## config.mk

```make
export PLATFORM = sky130hd
export DESIGN_NAME = timer_compare_int
export DESIGN_NICKNAME = d
export VERILOG_FILES = /design/src/rtl/timer_pkg.sv /design/src/rtl/timer_byte_reg.sv /design/src/rtl/timer_compare_int.sv
export SDC_FILE = /design/constraint.sdc
export NUM_CORES = 1
export LEC_CHECK = 0
export ABC_AREA = 0
export CAP_MARGIN = 20
export CORE_MARGIN = 1
export CORE_UTILIZATION = 39
export CTS_CLUSTER_DIAMETER = 150
export DETAILED_ROUTE_END_ITERATION = 6
export MAX_ROUTING_LAYER = met4
export PLACE_DENSITY = 0.8
export SLEW_MARGIN = 10
export SYNTH_ARGS = -nofsm -noshare
export SYNTH_HDL_FRONTEND = slang
export SYNTH_SLANG_ARGS = --single-unit
```

## constraint.sdc

```tcl
create_clock -name clk -period 1.8 [get_ports clk]
set_input_delay 0.36 -clock clk [delete_from_list [all_inputs] [get_ports clk]]
set_output_delay 0.36 -clock clk [all_outputs]
set_load 0.03 [all_outputs]
```

## src/rtl/timer_pkg.sv

```systemverilog
// timer_pkg
//   Shared constants for the timer compare/interrupt block: register
//   offsets inside the timer APB register set, the compare reset value
//   and the bit positions of the TIER/TISR flags.
package timer_pkg;

  // Byte offsets of the registers handled by this block.
  localparam logic [7:0] TCMP0_OFFSET = 8'h10;
  localparam logic [7:0] TCMP1_OFFSET = 8'h14;
  localparam logic [7:0] TIER_OFFSET  = 8'h18;
  localparam logic [7:0] TISR_OFFSET  = 8'h1C;

  // All-ones compare value: the counter cannot match straight out of reset.
  localparam logic [31:0] TCMP_RST_VAL = 32'hFFFF_FFFF;

  localparam int INT_EN_BIT = 0;
  localparam int INT_ST_BIT = 0;

endpackage

```

## src/rtl/timer_byte_reg.sv

```systemverilog
// timer_byte_reg
//   32-bit register with a per-byte write strobe and a reset value.
// Ports:
//   clk     - clock, rising edge
//   reset   - synchronous active-high reset, loads RST_VAL
//   wr_sel  - write select for this register
//   pstrb   - byte strobes, one per byte lane
//   wdata   - write data
//   q       - current register value
module timer_byte_reg
  import timer_pkg::*;
#(
  parameter logic [31:0] RST_VAL = TCMP_RST_VAL
) (
  input  logic        clk,
  input  logic        reset,
  input  logic        wr_sel,
  input  logic [3:0]  pstrb,
  input  logic [31:0] wdata,
  output logic [31:0] q
);

  logic [31:0] reg_q;
  logic [31:0] reg_d;

  // Each byte lane loads independently; lanes without a strobe hold.
  generate
    for (genvar gi = 0; gi < 4; gi++) begin : g_lane
      always_comb begin
        reg_d[8*gi +: 8] = reg_q[8*gi +: 8];
        if (wr_sel && pstrb[gi]) begin
          reg_d[8*gi +: 8] = wdata[8*gi +: 8];
        end
      end
    end
  endgenerate

  always_ff @(posedge clk) begin
    if (reset) begin
      reg_q <= RST_VAL;
    end else begin
      reg_q <= reg_d;
    end
  end

  assign q = reg_q;

endmodule

```

## src/rtl/timer_compare_int.sv

```systemverilog
// timer_compare_int
//   Compares the running 64-bit timer count against {TCMP1,TCMP0} and
//   raises a sticky, write-1-to-clear interrupt status on the rising edge
//   of the match. The interrupt output is the status masked by TIER.
// Ports:
//   clk, reset      - clock and synchronous active-high reset
//   tcmp0_wr_sel    - APB write select for TCMP0 (low compare word)
//   tcmp1_wr_sel    - APB write select for TCMP1 (high compare word)
//   tier_wr_sel     - APB write select for TIER (interrupt enable)
//   tisr_wr_sel     - APB write select for TISR (interrupt status, W1C)
//   pstrb, wdata    - APB byte strobes and write data
//   timer_en        - timer enable; no match is possible while low
//   count           - current 64-bit counter value
//   tcmp0, tcmp1    - compare register readback
//   int_en, int_st  - TIER / TISR bit readback
//   tim_int         - interrupt to the system, int_en & int_st
module timer_compare_int
  import timer_pkg::*;
#(
  parameter logic [31:0] TCMP_RST = TCMP_RST_VAL
) (
  input  logic        clk,
  input  logic        reset,
  input  logic        tcmp0_wr_sel,
  input  logic        tcmp1_wr_sel,
  input  logic        tier_wr_sel,
  input  logic        tisr_wr_sel,
  input  logic [3:0]  pstrb,
  input  logic [31:0] wdata,
  input  logic        timer_en,
  input  logic [63:0] count,
  output logic [31:0] tcmp0,
  output logic [31:0] tcmp1,
  output logic        int_en,
  output logic        int_st,
  output logic        tim_int
);

  logic match;
  logic match_rise;
  logic match_d_q;
  logic int_en_q;
  logic int_en_d;
  logic int_st_q;
  logic int_st_d;

  timer_byte_reg #(.RST_VAL(TCMP_RST)) u_tcmp0 (
    .clk    (clk),
    .reset  (reset),
    .wr_sel (tcmp0_wr_sel),
    .pstrb  (pstrb),
    .wdata  (wdata),
    .q      (tcmp0)
  );

  timer_byte_reg #(.RST_VAL(TCMP_RST)) u_tcmp1 (
    .clk    (clk),
    .reset  (reset),
    .wr_sel (tcmp1_wr_sel),
    .pstrb  (pstrb),
    .wdata  (wdata),
    .q      (tcmp1)
  );

  assign match      = timer_en & (count == {tcmp1, tcmp0});
  // Only a fresh match sets the status; a count parked on the compare
  // value must not re-set it after software has cleared it.
  assign match_rise = match & ~match_d_q;

  always_comb begin
    int_en_d = int_en_q;
    if (tier_wr_sel && pstrb[0]) begin
      int_en_d = wdata[INT_EN_BIT];
    end
  end

  // Set has priority over a simultaneous W1C so an event is never lost.
  always_comb begin
    int_st_d = int_st_q;
    if (match_rise) begin
      int_st_d = 1'b1;
    end else if (tisr_wr_sel && pstrb[0] && wdata[INT_ST_BIT]) begin
      int_st_d = 1'b0;
    end
  end

  always_ff @(posedge clk) begin
    if (reset) begin
      match_d_q <= 1'b0;
      int_en_q  <= 1'b0;
      int_st_q  <= 1'b0;
    end else begin
      match_d_q <= match;
      int_en_q  <= int_en_d;
      int_st_q  <= int_st_d;
    end
  end

  assign int_en  = int_en_q;
  assign int_st  = int_st_q;
  assign tim_int = int_en_q & int_st_q;

endmodule

```

==> results of run 1 <==
[final cells by class]
class	count	area share [%]
tap	102	2.37
clock buffer	11	2.81
sequential	67	24.9
multi-input combinational	240	33.4
timing repair buffer	185	35.3
inverter	11	0.766
clock inverter	5	0.511
[per-stage QoR]
step / utilization, % / instances / hold WS, ns / TNS (ns) / setup slack (ns)
after floorplan: - / 336 / 0.412 / 0 / 0.167
after global placement: 65.2 / 605 / 0.420 / -0.413 / -0.271
after detailed placement: 65.2 / 605 / 0.428 / -0.535 / -0.306
after CTS: 67.3 / 621 / 0.435 / 0 / 0.00298
after global routing: 68.3 / 621 / 0.444 / -0.0192 / -0.0192
final: 68.3 / 621 / 0.443 / 0 / 0.0251
[power groups by stage]
| stage | sequential, W | clock (W) | combinational (W) |
|---|---|---|---|
| detailed placement | 0.00172 | 0 | 0.00109 |
| global placement | 0.00171 | 0 | 0.00107 |
| finish | 0.00168 | 0.00113 | 0.00107 |
| CTS | 0.00168 | 0.00114 | 0.00108 |
| global route | 0.00169 | 0.00121 | 0.00113 |
| floorplan | 0.00189 | 0 | 0.000327 |
[worst max-delay path: stages]
cell and delay, ns:
clkdlybuf4s50_1 0.47, xnor2_1 0.14, nand4_1 0.20, nor4_2 0.34, buf_4 0.15, nand4_1 0.13
o31ai_2 0.24
[path summary, 6_finish.rpt]
kind           startpoint  endpoint  slack, ns  cells after the start
min reg2reg     match_d_q    int_st       0.44                      1
min             match_d_q    int_st       0.44                      1
max reg2reg  u_tcmp1.q[7]    int_st       0.11                      6
max             count[18]    int_st       0.03                      7
[per-layer routing]
metal	global-route usage, %	wire length, µm	up-vias
met3	5.77	846	23
met1	31.4	4720	1607
met4	10.3	289	0
met2	43.9	5500	162
met5	-	0	-
li1	-	-	1619
[cell usage after synthesis (2+ instances only)]
library cell	count
nand2_1	12
dfxtp_1	67
o221ai_1	2
a2111oi_0	2
xnor2_1	49
nor4_1	2
a211o_1	63
nor4_2	2
inv_1	10
nand4_1	11
clkbuf_1	17
a2111o_1	2
and3_1	64
nor2b_1	8
o22ai_1	3
nand3_1	5
nand2b_1	5
[repair_timing]
action	4_1_cts	5_1_grt
resized for setup	13	31
buffers inserted	0	0
pin swaps	0	2
endpoints found under the hold margin	0	0
endpoints found under the setup margin	13	32
[logic make-up (layout without fill, tap and decap cells)]
kind of cell / after synthesis / after routing / synth area share [%]
buffers and inverters: 29 / 212 / 3.36
flip-flops: 67 / 67 / 41.4
AND/OR/NAND/NOR: 114 / 114 / 21.3
XOR/XNOR: 49 / 49 / 13.2
AO/OA/AOI/OAI: 77 / 77 / 20.8
[sequential cells by signal (all words and copies together) (netlist names)]
signal / count
int_en: 1
u_tcmp0.q: 32
u_tcmp1.q: 32
match_d_q: 1
int_st: 1
==> flow_summary.json, run 1 <==
{
  "hold_class": "reg2reg",
  "clockBufferDepth": 2,
  "cts_tree": "done",
  "worst_pin_slew_ns": 0.546,
  "final_area_um2": 5390,
  "synth-seq-cells": 67,
  "fin_crit_sh_pct": 98.6,
  "rows": 32,
  "yosysSeqAreaShare_pct": 41.4,
  "yosys-top-cells-area": "dfxtp_1 41%, a211o_1 17%, xnor2_1 13%",
  "grt_pass1_vias": 3378,
  "worstPathArrival_ns": 2.03,
  "cts_buffers": 9,
  "slew_headroom_pct": 62.6,
  "drtPass1Iterations": 4,
  "setup_violations": 0,
  "area_growth_pct": 66.2,
  "layout.nets": 621,
  "synth_area_per_cell_um2": 9.65,
  "start_kind": "input pin",
  "portBuffers": 173,
  "required_ns": 2.05,
  "yosysUniqueCellTypes": 29,
  "remaining_drc_errors": 0,
  "ctsHoldBuffers": 0,
  "die_y_um": 93.2,
  "cts_root_buf": "clkbuf_8",
  "cts.sinks": 67,
  "hold_viol": 0,
  "wl_per_cell_um": 18.3,
  "clkTransAtPathRegs_ns": 0.07,
  "routed_wl_um": 11400,
  "status": "completed",
  "synth_cells": 336,
  "max_freq_ghz": 0.563,
  "layout_commonest_cell": "clkdlybuf4s50_1",
  "rsz0062_at_grt": "yes",
  "synth_edf_count": 0,
  "finalPower_w": 0.00388,
  "syn_nets": 443,
  "post_synth_instance_area_um2": 3240,
  "internal_power_w": 0.00271,
  "finClkSkew_ns": 0.00775,
  "multi_input_comb_area_um2": 1800,
  "worstSetupPathType": "in2reg",
  "diodes": 0,
  "critical_path_peak_fanout": 2,
  "place_area_um2": 5140,
  "clkLatencyLatePin_ns": 0.34,
  "ys_warn_count": 0,
  "num_vias": 3411,
  "end_kind": "flop",
  "synth_top_area_share_pct": 41.4,
  "layout_common_cells": "129 x clkdlybuf4s50_1, 67 x dfxtp_1, 64 x and3_1",
  "hpwl_um": 8760,
  "overflow": 0,
  "p_clk_share_pct": 29.2,
  "p_sw_share_pct": 30.3,
  "p_leak_nw": 2.34,
  "gp_congestion": 0.806,
  "ctsHtreeMaxLevel": 3,
  "start_util_pct": 41.1,
  "pwr-share-comb_pct": 27.6,
  "viasPerCell": 5.49,
  "grt_pass1_wl_um": 17100,
  "core_area_um2": 7890,
  "grt_max_degree": 38,
  "power_switching_w": 0.00118,
  "finalCriticalPeriod_ns": 1.77,
  "first_iter_violations": 152,
  "cap_violations": 0,
  "die_x_um": 93.2,
  "ios": 174,
  "synth_top_cell_by_area": "dfxtp_1",
  "ant_nets": 0,
  "grt_usage_pct": 26.5,
  "maxSlewViolCount": 0,
  "die_area_um2": 8680,
  "vdd_drop_max_v": 0.000405,
  "ff_latch_area_um2": 1340,
  "p_seq_share_pct": 43.3,
  "synthArstFlopShare_pct": 0,
  "fillerInstances": 630,
  "drive_gt1_share_pct": 6.74,
  "antenna_found_initial": 0,
  "synth_flop_cell": "dfxtp_1",
  "powerDensity_nw_per_um2": 721
}
Power figures use the tool's default switching activity.
==> inputs of run 2 (changes only) <==
- SLEW_MARGIN: 10 -> 30
==> results of run 2 <==
The final DEF is identical to that of run 1; final timing and power are the same.
